==> config.mk <==
export PLATFORM = sky130hd
export DESIGN_NAME = jedro_1_csr_file_flat
export DESIGN_NICKNAME = d
export VERILOG_FILES = /design/src/rtl/jedro_1_csr_file_pkg.sv /design/src/rtl/jedro_1_csr_file_if.sv /design/src/rtl/jedro_1_csr_file_counter.sv /design/src/rtl/jedro_1_csr_file.sv /design/src/flat_wrapper.sv
export SDC_FILE = /design/constraint.sdc
export NUM_CORES = 1
export LEC_CHECK = 0
export BUFFER_PORTS_ARGS = -buffer_cell sky130_fd_sc_hd__buf_2
export CAP_MARGIN = 20
export CORE_UTILIZATION = 45
export CTS_CLUSTER_SIZE = 25
export DETAILED_ROUTE_END_ITERATION = 8
export PLACE_DENSITY = 0.64
export SYNTH_ARGS = -nofsm -noshare
export SYNTH_HDL_FRONTEND = slang
export SYNTH_SLANG_ARGS = --single-unit
==> constraint.sdc <==
create_clock -name clk_i -period 3.3 [get_ports clk_i]
set_clock_uncertainty 0.1 [all_clocks]
set_input_delay 0.66 -clock clk_i [delete_from_list [all_inputs] [get_ports clk_i]]
set_output_delay 0.66 -clock clk_i [all_outputs]
set_load 0.02 [all_outputs]
==> src/rtl/jedro_1_csr_file_pkg.sv <==
// Shared CSR addresses, Zicsr funct3 encodings and access-class helper
// for the jedro_1 machine-mode CSR file.
package jedro_1_csr_pkg;

    localparam logic [11:0] CSR_MCOUNTINHIBIT = 12'h320;
    localparam logic [11:0] CSR_MSCRATCH      = 12'h340;
    localparam logic [11:0] CSR_SCRATCH0      = 12'h7C0;
    localparam logic [11:0] CSR_MCYCLE        = 12'hB00;
    localparam logic [11:0] CSR_MINSTRET      = 12'hB02;
    localparam logic [11:0] CSR_MCYCLEH       = 12'hB80;
    localparam logic [11:0] CSR_MINSTRETH     = 12'hB82;
    localparam logic [11:0] CSR_CYCLE         = 12'hC00;
    localparam logic [11:0] CSR_INSTRET       = 12'hC02;
    localparam logic [11:0] CSR_CYCLEH        = 12'hC80;
    localparam logic [11:0] CSR_INSTRETH      = 12'hC82;
    localparam logic [11:0] CSR_MHARTID       = 12'hF14;

    typedef enum logic [2:0] {
        CSR_RW  = 3'b001,
        CSR_RS  = 3'b010,
        CSR_RC  = 3'b011,
        CSR_RWI = 3'b101,
        CSR_RSI = 3'b110,
        CSR_RCI = 3'b111
    } csr_op_e;

    // addr[11:10]==2'b11 marks the read-only CSR space
    function automatic logic csr_is_ro(input logic [11:0] addr);
        return addr[11:10] == 2'b11;
    endfunction

endpackage

==> src/rtl/jedro_1_csr_file_if.sv <==
// Execute-stage <-> CSR file request/response bundle.
interface jedro_1_csr_if #(
    parameter int DATA_WIDTH = 32
);
    logic                  csr_en_i;
    logic [2:0]            csr_op_i;
    logic [11:0]           csr_addr_i;
    logic [DATA_WIDTH-1:0] csr_wdata_i;
    logic                  csr_src_zero_i;
    logic                  instr_retired_i;
    logic [DATA_WIDTH-1:0] csr_rdata_o;
    logic                  csr_rvalid_o;
    logic                  csr_illegal_o;

    modport master (
        output csr_en_i, csr_op_i, csr_addr_i, csr_wdata_i, csr_src_zero_i, instr_retired_i,
        input  csr_rdata_o, csr_rvalid_o, csr_illegal_o
    );

    modport slave (
        input  csr_en_i, csr_op_i, csr_addr_i, csr_wdata_i, csr_src_zero_i, instr_retired_i,
        output csr_rdata_o, csr_rvalid_o, csr_illegal_o
    );
endinterface

==> src/rtl/jedro_1_csr_file_counter.sv <==
// Free-running event counter with per-half CSR write; a write beats the
// same-cycle increment and leaves the unwritten half untouched.
module jedro_1_csr_counter #(
    parameter int COUNTER_WIDTH = 64,
    parameter int DATA_WIDTH    = 32
) (
    input  logic                     clk_i,
    input  logic                     rstn_i,
    input  logic                     i_inhibit,
    input  logic                     i_inc,
    input  logic                     i_wr_lo,
    input  logic                     i_wr_hi,
    input  logic [DATA_WIDTH-1:0]    i_wdata,
    output logic [COUNTER_WIDTH-1:0] o_count
);
    logic [COUNTER_WIDTH-1:0] r_cnt;
    logic [COUNTER_WIDTH-1:0] w_next;

    if (COUNTER_WIDTH > DATA_WIDTH) begin : g_wide
        always_comb begin
            w_next = r_cnt + COUNTER_WIDTH'(i_inc & ~i_inhibit);
            if (i_wr_lo || i_wr_hi) begin
                w_next = r_cnt;
                if (i_wr_lo) w_next[DATA_WIDTH-1:0] = i_wdata;
                if (i_wr_hi) w_next[COUNTER_WIDTH-1:DATA_WIDTH] = (COUNTER_WIDTH-DATA_WIDTH)'(i_wdata);
            end
        end
    end else begin : g_narrow
        logic w_unused_hi;
        assign w_unused_hi = i_wr_hi;
        always_comb begin
            w_next = r_cnt + COUNTER_WIDTH'(i_inc & ~i_inhibit);
            if (i_wr_lo) w_next = COUNTER_WIDTH'(i_wdata);
        end
    end

    always_ff @(posedge clk_i or negedge rstn_i) begin
        if (!rstn_i) r_cnt <= '0;
        else         r_cnt <= w_next;
    end

    assign o_count = r_cnt;
endmodule

==> src/rtl/jedro_1_csr_file.sv <==
// Machine-mode CSR file: Zicsr read-modify-write, scratch regs, counters,
// mhartid; returns the pre-write value one cycle after the request.
module jedro_1_csr_file
    import jedro_1_csr_pkg::*;
#(
    parameter int          DATA_WIDTH    = 32,
    parameter int          COUNTER_WIDTH = 64,
    parameter int          NUM_SCRATCH   = 2,
    parameter int unsigned HART_ID       = 0
) (
    input logic           clk_i,
    input logic           rstn_i,
    jedro_1_csr_if.slave  bus
);
    localparam int DW    = DATA_WIDTH;
    localparam int NS_SZ = (NUM_SCRATCH > 0) ? NUM_SCRATCH : 1;
    localparam bit CNT64 = COUNTER_WIDTH > DATA_WIDTH;
    localparam logic [DW-1:0] MCI_MASK = DW'(5);

    logic [DW-1:0]            r_mscratch, r_mcountinhibit, r_rdata;
    logic                     r_rvalid, r_illegal;
    logic [DW-1:0]            r_scratch [NS_SZ];
    logic [NS_SZ-1:0]         w_scr_hit;
    logic [COUNTER_WIDTH-1:0] w_mcycle, w_minstret;
    logic [2*DW-1:0]          w_cyc_x, w_ins_x;
    logic [DW-1:0]            w_old, w_wd;
    logic                     w_op_ok, w_sel_ok, w_we, w_legal, w_wr;

    assign w_cyc_x = (2*DW)'(w_mcycle);
    assign w_ins_x = (2*DW)'(w_minstret);

    // Read mux: the old value is taken before any write or increment lands
    always_comb begin
        w_sel_ok = 1'b1;
        w_old    = '0;
        case (bus.csr_addr_i)
            CSR_MSCRATCH:              w_old = r_mscratch;
            CSR_MCOUNTINHIBIT:         w_old = r_mcountinhibit;
            CSR_MCYCLE,   CSR_CYCLE:   w_old = w_cyc_x[DW-1:0];
            CSR_MINSTRET, CSR_INSTRET: w_old = w_ins_x[DW-1:0];
            CSR_MCYCLEH,  CSR_CYCLEH: begin
                w_old    = w_cyc_x[2*DW-1:DW];
                w_sel_ok = CNT64;
            end
            CSR_MINSTRETH, CSR_INSTRETH: begin
                w_old    = w_ins_x[2*DW-1:DW];
                w_sel_ok = CNT64;
            end
            CSR_MHARTID:               w_old = DW'(HART_ID);
            default: begin
                w_sel_ok = |w_scr_hit;
                for (int k = 0; k < NUM_SCRATCH; k++)
                    if (w_scr_hit[k]) w_old = r_scratch[k];
            end
        endcase
    end

    always_comb begin
        w_op_ok = 1'b1;
        w_we    = ~bus.csr_src_zero_i;
        w_wd    = bus.csr_wdata_i;
        case (bus.csr_op_i)
            CSR_RW, CSR_RWI: w_we = 1'b1;
            CSR_RS, CSR_RSI: w_wd = w_old | bus.csr_wdata_i;
            CSR_RC, CSR_RCI: w_wd = w_old & ~bus.csr_wdata_i;
            default: begin
                w_op_ok = 1'b0;
                w_we    = 1'b0;
            end
        endcase
    end

    assign w_legal = w_op_ok & w_sel_ok & ~(w_we & csr_is_ro(bus.csr_addr_i));
    assign w_wr    = bus.csr_en_i & w_legal & w_we;

    for (genvar k = 0; k < NUM_SCRATCH; k++) begin : g_scr
        assign w_scr_hit[k] = bus.csr_addr_i == (CSR_SCRATCH0 + 12'(k));
        always_ff @(posedge clk_i or negedge rstn_i) begin
            if (!rstn_i)                  r_scratch[k] <= '0;
            else if (w_wr && w_scr_hit[k]) r_scratch[k] <= w_wd;
        end
    end
    if (NUM_SCRATCH == 0) begin : g_noscr
        assign w_scr_hit    = '0;
        assign r_scratch[0] = '0;
    end

    always_ff @(posedge clk_i or negedge rstn_i) begin
        if (!rstn_i) begin
            r_mscratch      <= '0;
            r_mcountinhibit <= '0;
        end else if (w_wr) begin
            if (bus.csr_addr_i == CSR_MSCRATCH)      r_mscratch      <= w_wd;
            if (bus.csr_addr_i == CSR_MCOUNTINHIBIT) r_mcountinhibit <= w_wd & MCI_MASK;
        end
    end

    jedro_1_csr_counter #(.COUNTER_WIDTH(COUNTER_WIDTH), .DATA_WIDTH(DW)) u_mcycle (
        .clk_i     (clk_i),
        .rstn_i    (rstn_i),
        .i_inhibit (r_mcountinhibit[0]),
        .i_inc     (1'b1),
        .i_wr_lo   (w_wr && bus.csr_addr_i == CSR_MCYCLE),
        .i_wr_hi   (w_wr && bus.csr_addr_i == CSR_MCYCLEH),
        .i_wdata   (w_wd),
        .o_count   (w_mcycle)
    );

    jedro_1_csr_counter #(.COUNTER_WIDTH(COUNTER_WIDTH), .DATA_WIDTH(DW)) u_minstret (
        .clk_i     (clk_i),
        .rstn_i    (rstn_i),
        .i_inhibit (r_mcountinhibit[2]),
        .i_inc     (bus.instr_retired_i),
        .i_wr_lo   (w_wr && bus.csr_addr_i == CSR_MINSTRET),
        .i_wr_hi   (w_wr && bus.csr_addr_i == CSR_MINSTRETH),
        .i_wdata   (w_wd),
        .o_count   (w_minstret)
    );

    // rdata holds across idle cycles; illegal accesses return zero
    always_ff @(posedge clk_i or negedge rstn_i) begin
        if (!rstn_i) begin
            r_rvalid  <= 1'b0;
            r_illegal <= 1'b0;
            r_rdata   <= '0;
        end else begin
            r_rvalid  <= bus.csr_en_i;
            r_illegal <= bus.csr_en_i & ~w_legal;
            if (bus.csr_en_i) r_rdata <= w_legal ? w_old : '0;
        end
    end

    assign bus.csr_rdata_o   = r_rdata;
    assign bus.csr_rvalid_o  = r_rvalid;
    assign bus.csr_illegal_o = r_illegal;
endmodule
==> src/flat_wrapper.sv <==
// flat-port wrapper written by rule: the top's interface ports become plain ports
module jedro_1_csr_file_flat import jedro_1_csr_pkg::*;
#(
    parameter int          DATA_WIDTH    = 32,
    parameter int          COUNTER_WIDTH = 64,
    parameter int          NUM_SCRATCH   = 2,
    parameter int unsigned HART_ID       = 0
)
  (clk_i, rstn_i, bus_csr_en_i, bus_csr_op_i, bus_csr_addr_i, bus_csr_wdata_i, bus_csr_src_zero_i, bus_instr_retired_i, bus_csr_rdata_o, bus_csr_rvalid_o, bus_csr_illegal_o);
  jedro_1_csr_if #(.DATA_WIDTH(DATA_WIDTH)) bus_i ();
  input logic clk_i;
  input logic rstn_i;
  input wire logic [$bits(bus_i.csr_en_i)-1:0] bus_csr_en_i;
  input wire logic [$bits(bus_i.csr_op_i)-1:0] bus_csr_op_i;
  input wire logic [$bits(bus_i.csr_addr_i)-1:0] bus_csr_addr_i;
  input wire logic [$bits(bus_i.csr_wdata_i)-1:0] bus_csr_wdata_i;
  input wire logic [$bits(bus_i.csr_src_zero_i)-1:0] bus_csr_src_zero_i;
  input wire logic [$bits(bus_i.instr_retired_i)-1:0] bus_instr_retired_i;
  output wire logic [$bits(bus_i.csr_rdata_o)-1:0] bus_csr_rdata_o;
  output wire logic [$bits(bus_i.csr_rvalid_o)-1:0] bus_csr_rvalid_o;
  output wire logic [$bits(bus_i.csr_illegal_o)-1:0] bus_csr_illegal_o;
  assign bus_i.csr_en_i = bus_csr_en_i;
  assign bus_i.csr_op_i = bus_csr_op_i;
  assign bus_i.csr_addr_i = bus_csr_addr_i;
  assign bus_i.csr_wdata_i = bus_csr_wdata_i;
  assign bus_i.csr_src_zero_i = bus_csr_src_zero_i;
  assign bus_i.instr_retired_i = bus_instr_retired_i;
  assign bus_csr_rdata_o = bus_i.csr_rdata_o;
  assign bus_csr_rvalid_o = bus_i.csr_rvalid_o;
  assign bus_csr_illegal_o = bus_i.csr_illegal_o;
  jedro_1_csr_file #(.DATA_WIDTH(DATA_WIDTH), .COUNTER_WIDTH(COUNTER_WIDTH), .NUM_SCRATCH(NUM_SCRATCH), .HART_ID(HART_ID)) u_core (.clk_i(clk_i), .rstn_i(rstn_i), .bus(bus_i));
endmodule
## After elaboration in Yosys (flattened, before gate mapping)

Cells that the tools add are included.

| storage, ports and cells | value |
|---|---|
| bits of input ports | 52 |
| flip-flop bits (word level) | 260 |
| output and inout port bits | 34 |
| logic and storage cells | 87 |

| cells by class | value |
|---|---|
| add/sub/neg operators | 2 |
| equality and inequality tests | 24 |
| mux-type cells | 14 |
| bitwise logic cells | 15 |
| reduce and logical (&&, ||, !) cells | 21 |

Operators with widths:

| operator | number |
|---|---|
| $mux 32 | 7 |
| $pmux 32 s7 | 1 |
| $mux 64 | 2 |
| $eq 12x12->1 const B | 9 |
| $add 64x1->64 | 1 |
| $add 64x64->64 | 1 |
| $and 1x64->64 | 1 |
| $not 1->64 | 1 |
| $pmux 32 s2 | 1 |
| $and 32x32->32 | 1 |
| $not 32->32 | 1 |
| $or 32x32->32 | 1 |
| $eq 12x10->1 const B | 2 |
| $eq 12x11->1 const B | 2 |
| $reduce_or 2->1 | 8 |
| $reduce_or 11->1 | 1 |
| $eq 3x3->1 const B | 3 |
| $ne 2x2->1 const B | 4 |
| $and 1x1->1 | 6 |
| $eq 3x2->1 const B | 2 |
| $logic_and 1x1->1 | 6 |
| $reduce_or 6->1 | 1 |
| $not 1->1 | 4 |
| $reduce_and 2->1 | 2 |
| 6 further kinds | 8 |

## Logic depth before layout (Yosys ltp)

Gate-level depths: netlist (run 1).

| logic depth | value |
|---|---|
| word-level depth | 11 |
| depth in mapped cells | 11 |
| depth with buffers taken out | 9 |

## By module

A second synthesis (run 1) with hierarchy kept.

| second synthesis, totals | value |
|---|---|
| cells, all modules | 1733 |
| area total of the unflattened synthesis | 15521.1 um^2 |

Modules (own cells, without submodules):

| module | cells an instance | instances | area an instance (um^2) | seq. area each (um^2) |
|---|---|---|---|---|
| jedro_1_csr_file | 793 | 1 | 7633.6 | 3303.2 |
| jedro_1_csr_counter at u_core.u_mcycle | 483 | 1 | 3998.8 | 1601.5 |
| jedro_1_csr_counter at u_core.u_minstret | 457 | 1 | 3888.7 | 1601.5 |

## Worst setup path after synthesis (run 1)

No wires, ideal clock.

| timing path | value |
|---|---|
| path kind | input -> register |
| start point | in bus_instr_retired_i |
| end point | reg u_core.u_minstret.r_cnt[38], in the netlist u_core.u_minstret.o_count[38] |
| data arrival time | 2.952 ns |
| slack | 0.111 ns |
| setup time | 0.137 ns |
| path buffers | 2 |
| cell stages on the path | 11 |
| required time | 3.063 ns |
| cells stage by stage | nor2b_1 ha_1 ha_1 nand3_1 or3_1 clkbuf_1 or4_4 buf_2 o311ai_0 o31a_1 o21ai_0 |

| on the way | value |
|---|---|
| cells in the longest elaborated chain, start to end | 3 |

Ends and longest elaborated chain:

| what | RTL line | source |
|---|---|---|
| start, declared | flat_wrapper.sv:18 | `input wire logic [$bits(bus_i.instr_retired_i)-1:0] bus_instr_retired_i;` |
| $and 1x64->64 | jedro_1_csr_file_counter.sv:21 | `w_next = r_cnt + COUNTER_WIDTH'(i_inc & ~i_inhibit);` |
| $add 64x64->64 | jedro_1_csr_file_counter.sv:21 |  |
| $mux 64 | jedro_1_csr_file_counter.sv:22 | `if (i_wr_lo \|\| i_wr_hi) begin` |
| end signal, assigned | jedro_1_csr_file_counter.sv:39 | `else r_cnt <= w_next;` |
| end, declared | jedro_1_csr_file_counter.sv:16 | `logic [COUNTER_WIDTH-1:0] r_cnt;` |

No other way between the ends.
A chain may end at the register's enable or synchronous reset.

## Final worst setup path (run 1)

| timing path | value |
|---|---|
| start point | reg u_core.r_mcountinhibit[0] |
| end point | reg u_core.u_mcycle.r_cnt[46], in the netlist u_core.u_mcycle.o_count[46] |

| on the way | value |
|---|---|
| cells in the longest elaborated chain, start to end | 3 |

Ends and longest elaborated chain:

| what | RTL line | source |
|---|---|---|
| start, declared | jedro_1_csr_file.sv:20 | `logic [DW-1:0] r_mscratch, r_mcountinhibit, r_rdata;` |
| start signal, assigned | jedro_1_csr_file.sv:94 | `if (bus.csr_addr_i == CSR_MCOUNTINHIBIT) r_mcountinhibit <= w_wd & MCI_MASK;` |
| $not 1->1 | jedro_1_csr_file_counter.sv:21 |  |
| $add 64x1->64 | jedro_1_csr_file_counter.sv:21 |  |
| $mux 64 | jedro_1_csr_file_counter.sv:22 |  |
| end signal, assigned | jedro_1_csr_file_counter.sv:39 |  |
| end, declared | jedro_1_csr_file_counter.sv:16 |  |

No other way between the ends.

==> out/summary.txt, run 1 <==
Slew @ Worst Pin: 0.787 ns
H-tree depth: 1
synthesized netlist cell count: 1766
Setup crit end kind: flop
hold path cells: 2
Pleak: 7.79 nW
post-cts sizing count: 0
DRC violations left: 0
reg2reg path depth: 10
antenna-violating nets left: 0
async set or reset register ratio after synthesis: 1.00
Initial Util: 0.457
CTS tree: built
Die W: 186 um
Worst path top cell family by delay: simple AND/OR/NAND/NOR gates
status: finished, final reports clean
Setup TNS: 0 ns
sequential fraction of the synthesis area: 0.426
Place WS: -0.268 ns
CTS Hold Bufs: 1
Final Hold Violating Endpoints: 0
pwr dens: 414 mW/mm2
Period Utilization, post-route: 0.960
crit start category: flop
global-route wire length before repair: 88.5 mm
GPL Wtd Cong: 1.00
critical path type: reg -> reg
Yosys warning count: 0
hold crit path type: reg -> reg
Port Buf Inserts: 84
#FFs+latches synth: 260
Levels on crit path: 10
Placed Cells: 2377
total gr overflow: 0
Clock Pin Slew Worst Setup and Hold Paths: 0.06 ns
die area: 0.0347 mm2
detailed-route wire length per cell: 24.3 um
gr usage total: 0.339
Fmax: 316 MHz
Net Count, Synth: 1822
crit path time final: 3.17 ns
relative slew slack: 0.475
Site Rows: 67
synth-to-layout area growth: 22.0%
Max Buffers Root-to-Sink: 3
drt pass-1 iters: 8
drt first-iter violations: 1878
initial antenna violation count: 2
Fill cells: 3033
pin count of the biggest net entering global routing: 67
DR vias/cell: 6.51
mapped cell area: 0.0153 mm2
Worst EP arrival: 3.52 ns
Core Util, Final: 0.557
commonest non-fill, non-tap cells in the layout: 260 x dfrtp_1, 194 x buf_4, 166 x nor2_1, 166 x nand2_1, 150 x a21oi_1
Avg Inst Size Synth: 8.65 um2
max-slew violation count: 0
Post-DP Area: 0.0176 mm2
Routed WL: 59.1 mm
Post-Layout Cell Count: 2437
dpl hpwl: 43.4 mm
critical-path cell list: inv_1 -> ha_1 -> ha_1 -> nand3_1 -> nor3_1 -> buf_4 -> nand3_1 -> o311a_1 -> a41oi_1 -> o211ai_1
Primary FF master, synth: dfrtp_1
Setup Fix Bufs, Post-CTS: 0
post-synthesis cell type count: 79
Slowest Stage Delay on Critical Path: 0.52 ns
number of synthesized flops with an enable pin: 0
Finished Cell Area: 0.0186 mm2
vias in the first global route: 14700
Required @ worst endpoint: 3.65 ns
Final Setup Violations: 0
number of CTS-inserted buffers: 31
post-route setup slack: 0.131 ns
RSZ-0062 raised after global routing: false
vias post-DR: 15900
later-pin clock latency in the skew report: 0.58 ns
VDD IR max: 0.000429 V
CP max FO: 9
Final #Nets: 2019
io pins: 86
crit path max-delay cell type: o311a_1
Die Y: 186 um
Max Cap Viol: 0
clk sinks: 260
fraction of layout cells with a size suffix above 1: 0.198
buffers and inverters on the worst path: 2
CTS Root Cell: clkbuf_16
Core Region: 0.0334 mm2
commonest non-fill, non-tap cell in the layout: dfrtp_1
[registers in the layout, indices dropped and copies added (netlist names)]
| name | count |
|---|---|
| u_core.bus.csr_illegal_o | 1 |
| u_core.bus.csr_rdata_o | 32 |
| u_core.bus.csr_rvalid_o | 1 |
| u_core.r_mcountinhibit | 2 |
| u_core.r_mscratch | 32 |
| u_core.r_scratch | 64 |
| u_core.u_mcycle.o_count | 64 |
| u_core.u_minstret.o_count | 64 |
[worst reg2reg max path, delay by kind of cell, from the launching register on]
family,cells,cell delay [ns]
simple gates,3,0.91
compound gates,3,0.79
fa+ha+maj,2,0.53
flops,1,0.38
buf+inv,2,0.32
[report_power, final]
group / leakage (nW) / switching [W] / internal (W)
Clock: 0.497 / 0.00142 / 0.00196
Sequential: 3.41 / 0.000183 / 0.00331
Combinational: 3.89 / 0.000527 / 0.000314
Total: 7.79 / 0.00213 / 0.00558
[area by class of cell]
class	instances	area, um2	area share
multi-input combinational	1312	8030	0.431
sequential	260	6510	0.349
timing repair buffer	300	2320	0.124
clock buffer	46	902	0.0484
tap	448	561	0.0301
inverter	58	218	0.0117
clock inverter	11	91.3	0.00490
antenna	2	5.00	0.000269
[path summary, 6_finish.rpt]
path / start / to / slack, ns
setup reg to reg: u_core.r_mcountinhibit[0] / u_core.u_mcycle.o_count[46] / 0.13
hold / removal: u_core.r_scratch[3] / u_core.r_scratch[3] / 0.37
hold reg to reg: u_core.r_scratch[3] / u_core.r_scratch[3] / 0.37
max in group asynchronous: rstn_i / u_core.u_minstret.o_count[27] / 1.85
min in group asynchronous: rstn_i / u_core.r_scratch[5] / 0.50
setup / recovery: u_core.r_mcountinhibit[0] / u_core.u_mcycle.o_count[46] / 0.13
[cells in the mapped netlist, types with 11 or more instances]
cell,instances,share of area
dfrtp_1,260,0.43
inv_1,57,0.014
a22o_1,25,0.014
o221ai_1,25,0.014
o22ai_1,43,0.018
nand4_1,36,0.015
nor3_1,38,0.012
or3_1,21,0.0086
and4_1,11,0.0063
o31a_1,13,0.0075
nor2_1,170,0.042
mux2i_1,29,0.019
nor4_1,23,0.0094
o21ai_0,117,0.038
and3_1,26,0.011
a22oi_1,42,0.021
a21oi_1,150,0.049
a31oi_1,24,0.0098
o211ai_1,28,0.014
buf_2,26,0.0085
a221oi_1,30,0.017
o32ai_1,15,0.0086
buf_1,13,0.0032
nand2_1,166,0.041
clkbuf_1,94,0.023
or4_1,11,0.0054
a222oi_1,13,0.0085
a211oi_1,36,0.018
nand3_1,55,0.018
[logic make-up (layout without fill, tap and decap cells)]
logic type                 after synthesis  after routing  share of synthesized area
and+or+nand+nor                        621            621                      0.204
muxes                                   38             38                     0.0256
adders and majority gates                4              4                    0.00328
DFF                                    260            260                      0.426
buffers and inverters                  194            415                     0.0510
other                                    0              2                          0
AOI/OAI and AO/OA                      647            647                      0.289
xor gates and xnor gates                 2              2                    0.00115
[metal layers]
metal | vias to the layer above | global-route usage | share of wire
met3 | 106 | 0.0565 | 0.10
met2 | 867 | 0.536 | 0.45
met4 | 2 | 0.0925 | 0.025
li1 | 7161 | - | -
met5 | - | 0 | 0.00022
met1 | 7734 | 0.478 | 0.42
[metrics by stage]
stage | power (W) | hold WS (ns)
3_5_place_dp | 0.00436 | 0.366
6_report | 0.00772 | 0.372
3_3_place_gp | 0.00434 | 0.356
2_1_floorplan | 0.00393 | 0.264
5_1_grt | 0.00797 | 0.397
4_1_cts | 0.00773 | 0.378
Note: power is estimated with default switching activity, not from simulation.
==> inputs of run 2 (changes only) <==
- clock period: 3.3 -> 3.15 ns (I/O delays scaled with it)
==> out/summary.txt, run 2 (synthesis results as in run 1) <==
WHS: 0.381 ns (was 0.372 ns)
crit start category: flop (unchanged)
initial antenna violation count: 7 (was 2)
io pins: 86 (unchanged)
synth-to-layout area growth: 25.4% (was 22.0%)
commonest non-fill, non-tap cells in the layout: 259 x dfrtp_1, 218 x buf_4, 166 x nor2_1, 166 x nand2_1, 150 x a21oi_1 (was 260 x dfrtp_1, 194 x buf_4, 166 x nor2_1, 166 x nand2_1, 150 x a21oi_1)
clk sinks: 260 (unchanged)
CTS tree: built (unchanged)
status: finished, final reports clean (unchanged)
Core Util, Final: 0.573 (was 0.557)
Hold Crit Start: u_core.r_scratch[12] (was u_core.r_scratch[3])
pin count of the biggest net entering global routing: 70 (was 67)
antenna-violating nets left: 0 (unchanged)
Die W: 186 um (unchanged)
RSZ-0062 raised after global routing: false (unchanged)
crit path time final: 3.01 ns (was 3.17 ns)
die area: 0.0347 mm2 (unchanged)
Initial Util: 0.457 (unchanged)
Core Region: 0.0334 mm2 (unchanged)
VDD IR max: 0.000430 V (was 0.000429 V)
Pint: 0.00636 W (was 0.00558 W)
Seq pwr share: 0.426 (was 0.453)
Combinational Power Share: 0.102 (was 0.109)
Clock Pin Slew Worst Setup and Hold Paths: 0.06 ns (about the same)
relative slew slack: 0.451 (was 0.475)
DRC violations left: 0 (unchanged)
Site Rows: 67 (unchanged)
Max Cap Viol: 0 (unchanged)
r2r setup slk: 0.14 ns (was 0.13 ns)
Hold EP: u_core.r_scratch[12] (was u_core.r_scratch[3])
worst r2r src: u_core.r_mcountinhibit[2] (was u_core.r_mcountinhibit[0])
hold crit path type: reg -> reg (unchanged)
Period Utilization, post-route: 0.956 (was 0.960)
dpl hpwl: 44.2 mm (was 43.4 mm)
gr usage total: 0.350 (was 0.339)
critical path type: reg -> reg (unchanged)
total gr overflow: 0 (unchanged)
fraction of layout cells with a size suffix above 1: 0.215 (was 0.198)
later-pin clock latency in the skew report: 0.59 ns (was 0.58 ns)
clock power share: 0.472 (was 0.438)
Final #Nets: 2051 (was 2019)
pwr dens: 451 mW/mm2 (was 414 mW/mm2)
number of CTS-inserted buffers: 31 (unchanged)
drt first-iter violations: 1802 (was 1878)
GPL Wtd Cong: 0.994 (was 1.00)
Slew @ Worst Pin: 0.816 ns (was 0.787 ns)
H-tree depth: 1 (unchanged)
vias post-DR: 16200 (was 15900)
Max Buffers Root-to-Sink: 3 (unchanged)
detailed-route wire length per cell: 24.4 um (was 24.3 um)
Worst EP arrival: 3.35 ns (was 3.52 ns)
reg2reg path depth: 9 (was 10)
DR vias/cell: 6.56 (was 6.51)
switching pwr: 0.00227 W (was 0.00213 W)
max-slew violation count: 0 (unchanged)
global-route wire length before repair: 91.7 mm (was 88.5 mm)
worst reg2reg path endpoint: u_core.u_minstret.o_count[60] (was u_core.u_mcycle.o_count[46])
sw frac: 0.263 (was 0.277)
CTS Root Cell: clkbuf_16 (unchanged)
hold path cells: 2 (unchanged)
Fmax: 332 MHz (was 316 MHz)
CP max FO: 8 (was 9)
Required @ worst endpoint: 3.49 ns (was 3.65 ns)
Routed WL: 60.4 mm (was 59.1 mm)
commonest non-fill, non-tap cell in the layout: dfrtp_1 (unchanged)
Setup crit end kind: flop (unchanged)
Setup Fix Bufs, Post-CTS: 0 (unchanged)
Final Setup Violations: 0 (unchanged)
Port Buf Inserts: 84 (unchanged)
vias in the first global route: 15300 (was 14700)
drt pass-1 iters: 8 (unchanged)
Final Hold Violating Endpoints: 0 (unchanged)
Die Y: 186 um (unchanged)
Pleak: 8.05 nW (was 7.79 nW)
[run 2: changes by cell type in the layout (fill, tap and decap cells not counted), sizes merged]
cell / before / now
clkinv: 7 / 6
clkbuf: 46 / 41
bufinv: 1 / 7
clkinvlp: 0 / 1
buf: 299 / 331
inv: 61 / 60
diode: 2 / 4
[run 2: per-layer routing]
layer | part of all wire | up-vias | global-route usage
met5 | 0.00058 | - | 0
met4 | 0.035 | 6 | 0.134
met3 | 0.10 | 158 | 0.0826
met2 | 0.45 | 878 | 0.539
met1 | 0.41 | 7934 | 0.476
li1 | - | 7246 | -
[run 2: critical path, cell delays in order (launching register included)]
cell	delay, ns
dfrtp_2	0.47
nor2b_1	0.17
ha_1	0.24
ha_1	0.19
nand3_1	0.14
or3_1	0.38
or4_4	0.54
nor4_4	0.30
a31o_2	0.22
o221ai_1	0.10
[run 2: worst max path at each step]
stage	startpoint	endpoint	slack [ns]	depth (start not counted)
final	u_core.r_mcountinhibit[2]	u_core.u_minstret.o_count[60]	0.14	9
after global routing	u_core.r_mcountinhibit[2]	u_core.u_minstret.o_count[42]	0.01	10
after CTS	u_core.r_mcountinhibit[2]	u_core.u_minstret.o_count[60]	0.08	9
after detailed placement	bus_csr_addr_i[5]	u_core.u_minstret.o_count[48]	-0.25	8
after global placement	bus_csr_addr_i[3]	u_core.u_mcycle.o_count[21]	-0.23	9
after floorplan	bus_instr_retired_i	u_core.u_minstret.o_count[38]	0.01	11
[run 2: timing repair]
| item | in CTS | in global routing |
|---|---|---|
| setup endpoints to repair | 0 | 12 |
| endpoints found under the hold margin | 62 | 0 |
| resized for setup | 0 | 4 |
| hold buffers | 1 | 0 |
[run 2: metrics by stage]
step / setup TNS [ns] / instances / setup WS [ns] / cell area (um2) / total power, W
global route: 0 / 2471 / 0.0133 / 19100 / 0.00892
CTS: 0 / 2467 / 0.0780 / 19100 / 0.00865
finish: 0 / 2471 / 0.138 / 19100 / 0.00863
global placement: -11.07 / 2409 / -0.227 / 18000 / 0.00456
floorplan: 0 / 1766 / 0.0134 / 15300 / 0.00411
detailed placement: -13.85 / 2409 / -0.251 / 18000 / 0.00459
[run 2: final cells by class]
class                   count  area [um2]
diodes                      4        10.0
clock buffers              41         893
clock inverters            16         265
fillers                  3058       14300
inverters                  58         218
multi-input cells        1312        8040
flip-flops and latches    260        6510
well taps                 448         561
repair buffers            332        2660
[run 2: power groups by stage]
stage	combinational [W]	clock [W]	sequential [W]
after global routing	0.000969	0.00426	0.00369
after global placement	0.000846	0	0.00372
after detailed placement	0.000864	0	0.00372
after CTS	0.000869	0.00412	0.00366
final	0.000881	0.00408	0.00368
after floorplan	0.000459	0	0.00366
